==> config.mk <==
export PLATFORM = sky130hd
export DESIGN_NAME = mem_axi_burst
export DESIGN_NICKNAME = d
export VERILOG_FILES = /design/src/rtl/mem_axi_burst.sv
export SDC_FILE = /design/constraint.sdc
export NUM_CORES = 1
export LEC_CHECK = 0
export ABC_AREA = 1
export BUFFER_PORTS_ARGS = -buffer_cell sky130_fd_sc_hd__buf_2
export CAP_MARGIN = 15
export CORE_AREA = 2 2 120 122
export CTS_CLUSTER_DIAMETER = 50
export CTS_CLUSTER_SIZE = 16
export DETAILED_ROUTE_END_ITERATION = 12
export DIE_AREA = 0 0 122 124
export GPL_TIMING_DRIVEN = 0
export PLACE_DENSITY = 0.63
export SLEW_MARGIN = 20
export SYNTH_ARGS = -nofsm -noshare
export SYNTH_HDL_FRONTEND = slang
export SYNTH_SLANG_ARGS = --single-unit
==> constraint.sdc <==
create_clock -name clk -period 6.5 [get_ports clk]
set_input_delay 1.3 -clock clk [delete_from_list [all_inputs] [get_ports clk]]
set_output_delay 1.3 -clock clk [all_outputs]
set_load 0.02 [all_outputs]
==> src/rtl/mem_axi_burst.sv <==
// Core-side memory port to AXI4 burst master bridge.
// One request becomes one single-ID INCR burst of 1..MAX_BURST beats; read and write
// data stream straight through, and a one-cycle done_o/err_o pulse reports completion.
module mem_axi_burst #(
   parameter int unsigned AXI_ID     = 0,
   parameter int unsigned ID_WIDTH   = 4,
   parameter int unsigned DATA_WIDTH = 32,
   parameter int unsigned MAX_BURST  = 16
) (
   input  logic                      clk,
   input  logic                      rst,
   // core-side request
   input  logic                      req_valid,
   output logic                      req_ready,
   input  logic                      req_we,
   input  logic [31:0]               req_addr,
   input  logic [7:0]                req_len,
   // core-side write stream
   input  logic [DATA_WIDTH-1:0]     wr_data,
   input  logic                      wr_valid,
   output logic                      wr_ready,
   // core-side read stream
   output logic [DATA_WIDTH-1:0]     rd_data,
   output logic                      rd_valid,
   output logic                      rd_last,
   input  logic                      rd_ready,
   // completion
   output logic                      done_o,
   output logic                      err_o,
   // AXI write address
   output logic [ID_WIDTH-1:0]       axi_awid,
   output logic [31:0]               axi_awaddr,
   output logic [7:0]                axi_awlen,
   output logic [2:0]                axi_awsize,
   output logic [1:0]                axi_awburst,
   output logic                      axi_awvalid,
   input  logic                      axi_awready,
   // AXI write data
   output logic [DATA_WIDTH-1:0]     axi_wdata,
   output logic [DATA_WIDTH/8-1:0]   axi_wstrb,
   output logic                      axi_wlast,
   output logic                      axi_wvalid,
   input  logic                      axi_wready,
   // AXI write response
   input  logic [ID_WIDTH-1:0]       axi_bid,
   input  logic [1:0]                axi_bresp,
   input  logic                      axi_bvalid,
   output logic                      axi_bready,
   // AXI read address
   output logic [ID_WIDTH-1:0]       axi_arid,
   output logic [31:0]               axi_araddr,
   output logic [7:0]                axi_arlen,
   output logic [2:0]                axi_arsize,
   output logic [1:0]                axi_arburst,
   output logic                      axi_arvalid,
   input  logic                      axi_arready,
   // AXI read data
   input  logic [ID_WIDTH-1:0]       axi_rid,
   input  logic [DATA_WIDTH-1:0]     axi_rdata,
   input  logic [1:0]                axi_rresp,
   input  logic                      axi_rlast,
   input  logic                      axi_rvalid,
   output logic                      axi_rready
);

   localparam int unsigned        BYTES     = DATA_WIDTH / 8;
   localparam int unsigned        SIZE_LOG2 = $clog2(BYTES);
   localparam logic [2:0]         AXSIZE    = 3'(SIZE_LOG2);
   localparam logic [ID_WIDTH-1:0] ID_VAL   = ID_WIDTH'(AXI_ID);
   localparam logic [31:0]        ADDR_MASK = ~(32'(BYTES - 1));
   localparam logic [8:0]         MAX_LEN   = 9'(MAX_BURST - 1);
   localparam logic [1:0]         RESP_OKAY = 2'b00;
   localparam logic [1:0]         BURST_INC = 2'b01;

   typedef enum logic [2:0] {StIdle, StChk, StAr, StR, StAww, StB, StDone} state_e;

   state_e      state_q, state_d;
   logic        we_q, we_d;
   logic [31:0] addr_q, addr_d;
   logic [7:0]  len_q, len_d;
   logic [7:0]  count_q, count_d;
   logic        err_q, err_d;
   logic        arvalid_q, arvalid_d;
   logic        awvalid_q, awvalid_d;
   logic        w_done_q, w_done_d;

   logic [13:0] burst_bytes;
   logic [13:0] end_offs;
   logic        chk_err;
   logic        beat_last;
   logic        r_hs;
   logic        w_hs;
   logic        aw_ok;
   logic        w_ok;
   logic        unused_ids;

   // IDs are not checked; single outstanding transaction
   assign unused_ids = ^{axi_bid, axi_rid};

   // Burst must fit under MAX_BURST and must not cross a 4 KB page
   assign burst_bytes = (14'(len_q) + 14'd1) << SIZE_LOG2;
   assign end_offs    = 14'(addr_q[11:0]) + burst_bytes;
   assign chk_err     = ({1'b0, len_q} > MAX_LEN) || (end_offs > 14'd4096);

   assign beat_last = (count_q == len_q);
   assign r_hs      = (state_q == StR) && axi_rvalid && rd_ready;
   assign w_hs      = (state_q == StAww) && !w_done_q && wr_valid && axi_wready;
   // AW and the final W beat may complete in either order or together
   assign aw_ok     = !awvalid_q || axi_awready;
   assign w_ok      = w_done_q || (w_hs && beat_last);

   // State and datapath registers; async reset drops all valids at once
   always_ff @(posedge clk or negedge rst) begin
      if (!rst) begin
         state_q   <= StIdle;
         we_q      <= 1'b0;
         addr_q    <= '0;
         len_q     <= '0;
         count_q   <= '0;
         err_q     <= 1'b0;
         arvalid_q <= 1'b0;
         awvalid_q <= 1'b0;
         w_done_q  <= 1'b0;
      end else begin
         state_q   <= state_d;
         we_q      <= we_d;
         addr_q    <= addr_d;
         len_q     <= len_d;
         count_q   <= count_d;
         err_q     <= err_d;
         arvalid_q <= arvalid_d;
         awvalid_q <= awvalid_d;
         w_done_q  <= w_done_d;
      end
   end

   // Next-state logic: request capture, checks, beat counting and sticky error
   always_comb begin
      state_d   = state_q;
      we_d      = we_q;
      addr_d    = addr_q;
      len_d     = len_q;
      count_d   = count_q;
      err_d     = err_q;
      arvalid_d = arvalid_q;
      awvalid_d = awvalid_q;
      w_done_d  = w_done_q;
      case (state_q)
         StIdle: begin
            if (req_valid) begin
               we_d    = req_we;
               addr_d  = req_addr & ADDR_MASK;
               len_d   = req_len;
               state_d = StChk;
            end
         end
         StChk: begin
            if (chk_err) begin
               err_d   = 1'b1;
               state_d = StDone;
            end else if (we_q) begin
               awvalid_d = 1'b1;
               state_d   = StAww;
            end else begin
               arvalid_d = 1'b1;
               state_d   = StAr;
            end
         end
         StAr: begin
            if (axi_arready) begin
               arvalid_d = 1'b0;
               state_d   = StR;
            end
         end
         StR: begin
            if (r_hs) begin
               if (axi_rresp != RESP_OKAY) err_d = 1'b1;
               if (axi_rlast != beat_last) err_d = 1'b1;
               if (beat_last) state_d = StDone;
               else           count_d = count_q + 8'd1;
            end
         end
         StAww: begin
            if (axi_awready) awvalid_d = 1'b0;
            if (w_hs) begin
               if (beat_last) w_done_d = 1'b1;
               else           count_d  = count_q + 8'd1;
            end
            if (aw_ok && w_ok) state_d = StB;
         end
         StB: begin
            if (axi_bvalid) begin
               if (axi_bresp != RESP_OKAY) err_d = 1'b1;
               state_d = StDone;
            end
         end
         StDone: begin
            err_d    = 1'b0;
            count_d  = '0;
            w_done_d = 1'b0;
            state_d  = StIdle;
         end
         default: state_d = StIdle;
      endcase
   end

   // Outputs: registered address channels, state-gated stream pass-through
   always_comb begin
      req_ready   = (state_q == StIdle);
      done_o      = (state_q == StDone);
      err_o       = (state_q == StDone) && err_q;

      axi_arid    = ID_VAL;
      axi_araddr  = addr_q;
      axi_arlen   = len_q;
      axi_arsize  = AXSIZE;
      axi_arburst = BURST_INC;
      axi_arvalid = arvalid_q;

      rd_data     = axi_rdata;
      rd_valid    = (state_q == StR) && axi_rvalid;
      rd_last     = (state_q == StR) && beat_last;
      axi_rready  = (state_q == StR) && rd_ready;

      axi_awid    = ID_VAL;
      axi_awaddr  = addr_q;
      axi_awlen   = len_q;
      axi_awsize  = AXSIZE;
      axi_awburst = BURST_INC;
      axi_awvalid = awvalid_q;

      axi_wdata   = wr_data;
      axi_wstrb   = '1;
      axi_wlast   = (state_q == StAww) && beat_last;
      axi_wvalid  = (state_q == StAww) && !w_done_q && wr_valid;
      wr_ready    = (state_q == StAww) && !w_done_q && axi_wready;

      axi_bready  = (state_q == StB);
   end

endmodule
==> results.cfg <==
[status]
run_status = completed

[sta]
layout_min_cycle_time_ns = 3.26
rsz0062_at_grt = false
tightest_slew_ns = 0.704
skew_ns = 0.00793
period_share_pct = 50.2
slew_headroom_pct = 53.1
fin_hold_ws_ns = 0.487
max_freq_mhz = 307
hold_viol_final = 0
slew_viol_final = 0
finalSetupTns_ns = 0
finalSetupViolations = 0

[clock_network]
cts_setup_buffers = 0
htreeDepth = 2
clockBufferDepth = 2
cts_resized = 0
cts_sinks = 54
cts_buffers = 5
clock_latency_ns = 0.30
ctsHoldBuffers = 0
clkSlewWorstSetupHoldPaths_ns = 0.08
root_buffer = clkbuf_16
cts_tree = yes

[logic_synthesis]
synth_cell_type_count = 39
yosysSeqAreaShare_pct = 32.1
ys.flop_type = dfrtp_1
synthTopCellsByCount = buf_4, nand2_1, dfrtp_1
synth_top_cell_area_share_pct = 32.1
avgSynthCellArea_sq_um = 8.44
synthTopCellsByArea = dfrtp_1, buf_4, mux2_2
async_flop_share_pct = 100
synth_cells = 498
ys_ff_latch = 54
syn_area_sq_um = 4200
synth_top_area_cell = dfrtp_1
yosysWarnings = 0
synth.most_common_cell = buf_4
synth-edff-count = 0

[power_and_ir_drop]
power_density_nw_per_um2 = 510
peakVddDrop_mv = 0.277
p_leak_uw = 0.00321

[grt]
grt_pass1_vias = 3351
grt_use_total_pct = 14.5
antenna_found_initial = 1
grt_pass1_wl_mm = 16.9
grt_max_degree = 55
gr-total-overflow = 0

[cells_and_area]
fin_area_sq_um = 5710
area_delta_synth_final_pct = 35.9
final_nets = 876
drive_gt1_share_pct = 54.0
n_antenna_cell = 0
multi_input_area_sq_um = 1780
seq_area_sq_um = 1350
fillers = 1446

[worst_setup_path]
crit_arrival_ns = 1.96
end_kind = primary output
regToRegSetupSlack_ns = 3.38
crit_type = register to primary output
worstPathMaxFanout = 10
critPathRequiredTime_ns = 5.20
r2r_start = axi_arlen[1]
start_kind = register
reg2reg_to = state_q[1]
reg2reg_depth = 20

[hold_path]
hold_depth = 2
hp-start = err_q
min-delay-path-class = register to register
worstHoldEndpoint = err_q

[routing]
via_per_inst = 4.13
drc = 0
highest_layer = met5
wire_per_inst_um = 12.7
routed-wl-met2_mm = 5.95
drtIter0Drc = 116
routed-wl-met3_mm = 1.17
routed_wl_mm = 11.6
drt_pass1_iterations = 4
vias = 3777
met1_length_mm = 4.26
ant_nets = 0

[floorplanning]
io_pins = 306
die_y_um = 124
die_area_sq_um = 15100
num_rows = 43
die_w_um = 122
coreArea_sq_um = 13700
start_util_pct = 30.6

[placement]
portBuffers = 205
routabilityCongestion = 0.830
dpl_cell_area_sq_um = 5550
dp_hpwl_mm = 9.76

[job]
drv_cap = 0
worst max-delay path, cell delays in order (launching register included):
cell and delay (ns):
dfrtp_1 0.44, inv_1 0.19, nand2_4 0.09, nor2_1 0.38, bufinv_8 0.29, nor2_1 0.10, buf_2 0.19
cells by family after synthesis:
logic type,synth area share (%)
AOI/OAI and AO/OA,4.05
xor gates and xnor gates,3.13
adders and majority gates,4.35
buffers and inverters,27.7
DFF,32.1
muxes,9.64
other,0.179
and+or+nand+nor,18.8
state kept, by name, summed over array words and instances, names as in the netlist:
register and cells:
axi_arvalid 1, count_q 8, axi_araddr 30, axi_arlen 8, axi_awvalid 1, w_done_q 1, err_q 1, state_q 3
we_q 1
metrics by stage:
stage / utilization, % / power, uW / setup slack (ns) / std cells
after floorplan: - / 2100 / 3.53 / 522
after global placement: 40.4 / 2620 / 3.37 / 907
after detailed placement: 40.4 / 2640 / 3.33 / 907
after CTS: 41.7 / 2960 / 3.22 / 915
after global routing: 41.7 / 3200 / 2.99 / 915
final: 41.7 / 2920 / 3.24 / 915
per-layer routing:
metal	global-route usage [%]	up-vias
li1	-	1906
met1	16.0	1676
met2	26.3	173
met3	4.49	20
met4	5.10	2
met5	0	-
final cells by class:
cell class / instances / area share [%]
sequential: 54 / 23.6
timing repair buffer: 205 / 18.0
clock buffer: 6 / 2.26
tap: 180 / 3.94
buffer: 132 / 17.1
multi-input combinational: 290 / 31.1
clock inverter: 2 / 0.657
inverter: 46 / 3.26
where the power goes:
part	leakage (uW)	switching, uW	internal, uW
registers	0.000651	201	497
clock network	0.0000771	127	182
logic	0.00248	1090	818
cells in the final DEF, fill, tap and decap left out, drive strengths merged, types with 2 or more instances in the layout:
cell / Yosys / layout
nor3b: 3 / 3
nand3: 26 / 26
dfrtp: 54 / 54
clkbuf: 1 / 7
nand3b: 3 / 3
mux2: 36 / 36
inv: 45 / 45
ha: 13 / 13
xnor2: 9 / 9
nand2: 89 / 89
nand4: 5 / 5
nor3: 4 / 4
bufinv: 1 / 2
buf: 131 / 336
or2: 2 / 2
nor2: 35 / 35
conb: 2 / 26
a21oi: 15 / 15
xor2: 6 / 6
o21ai: 8 / 8
how the worst max path moves through the flow:
| stage | end | depth (start not counted) | start |
|---|---|---|---|
| final | err_o | 6 | state_q[0] |
| after CTS | err_o | 6 | state_q[0] |
| after global routing | state_q[1] | 20 | axi_arlen[1] |
| after global placement | state_q[1] | 20 | axi_arlen[1] |
| after floorplan | err_o | 5 | state_q[0] |
| after detailed placement | state_q[1] | 20 | axi_arlen[1] |
(Power assumes the default switching activity.)
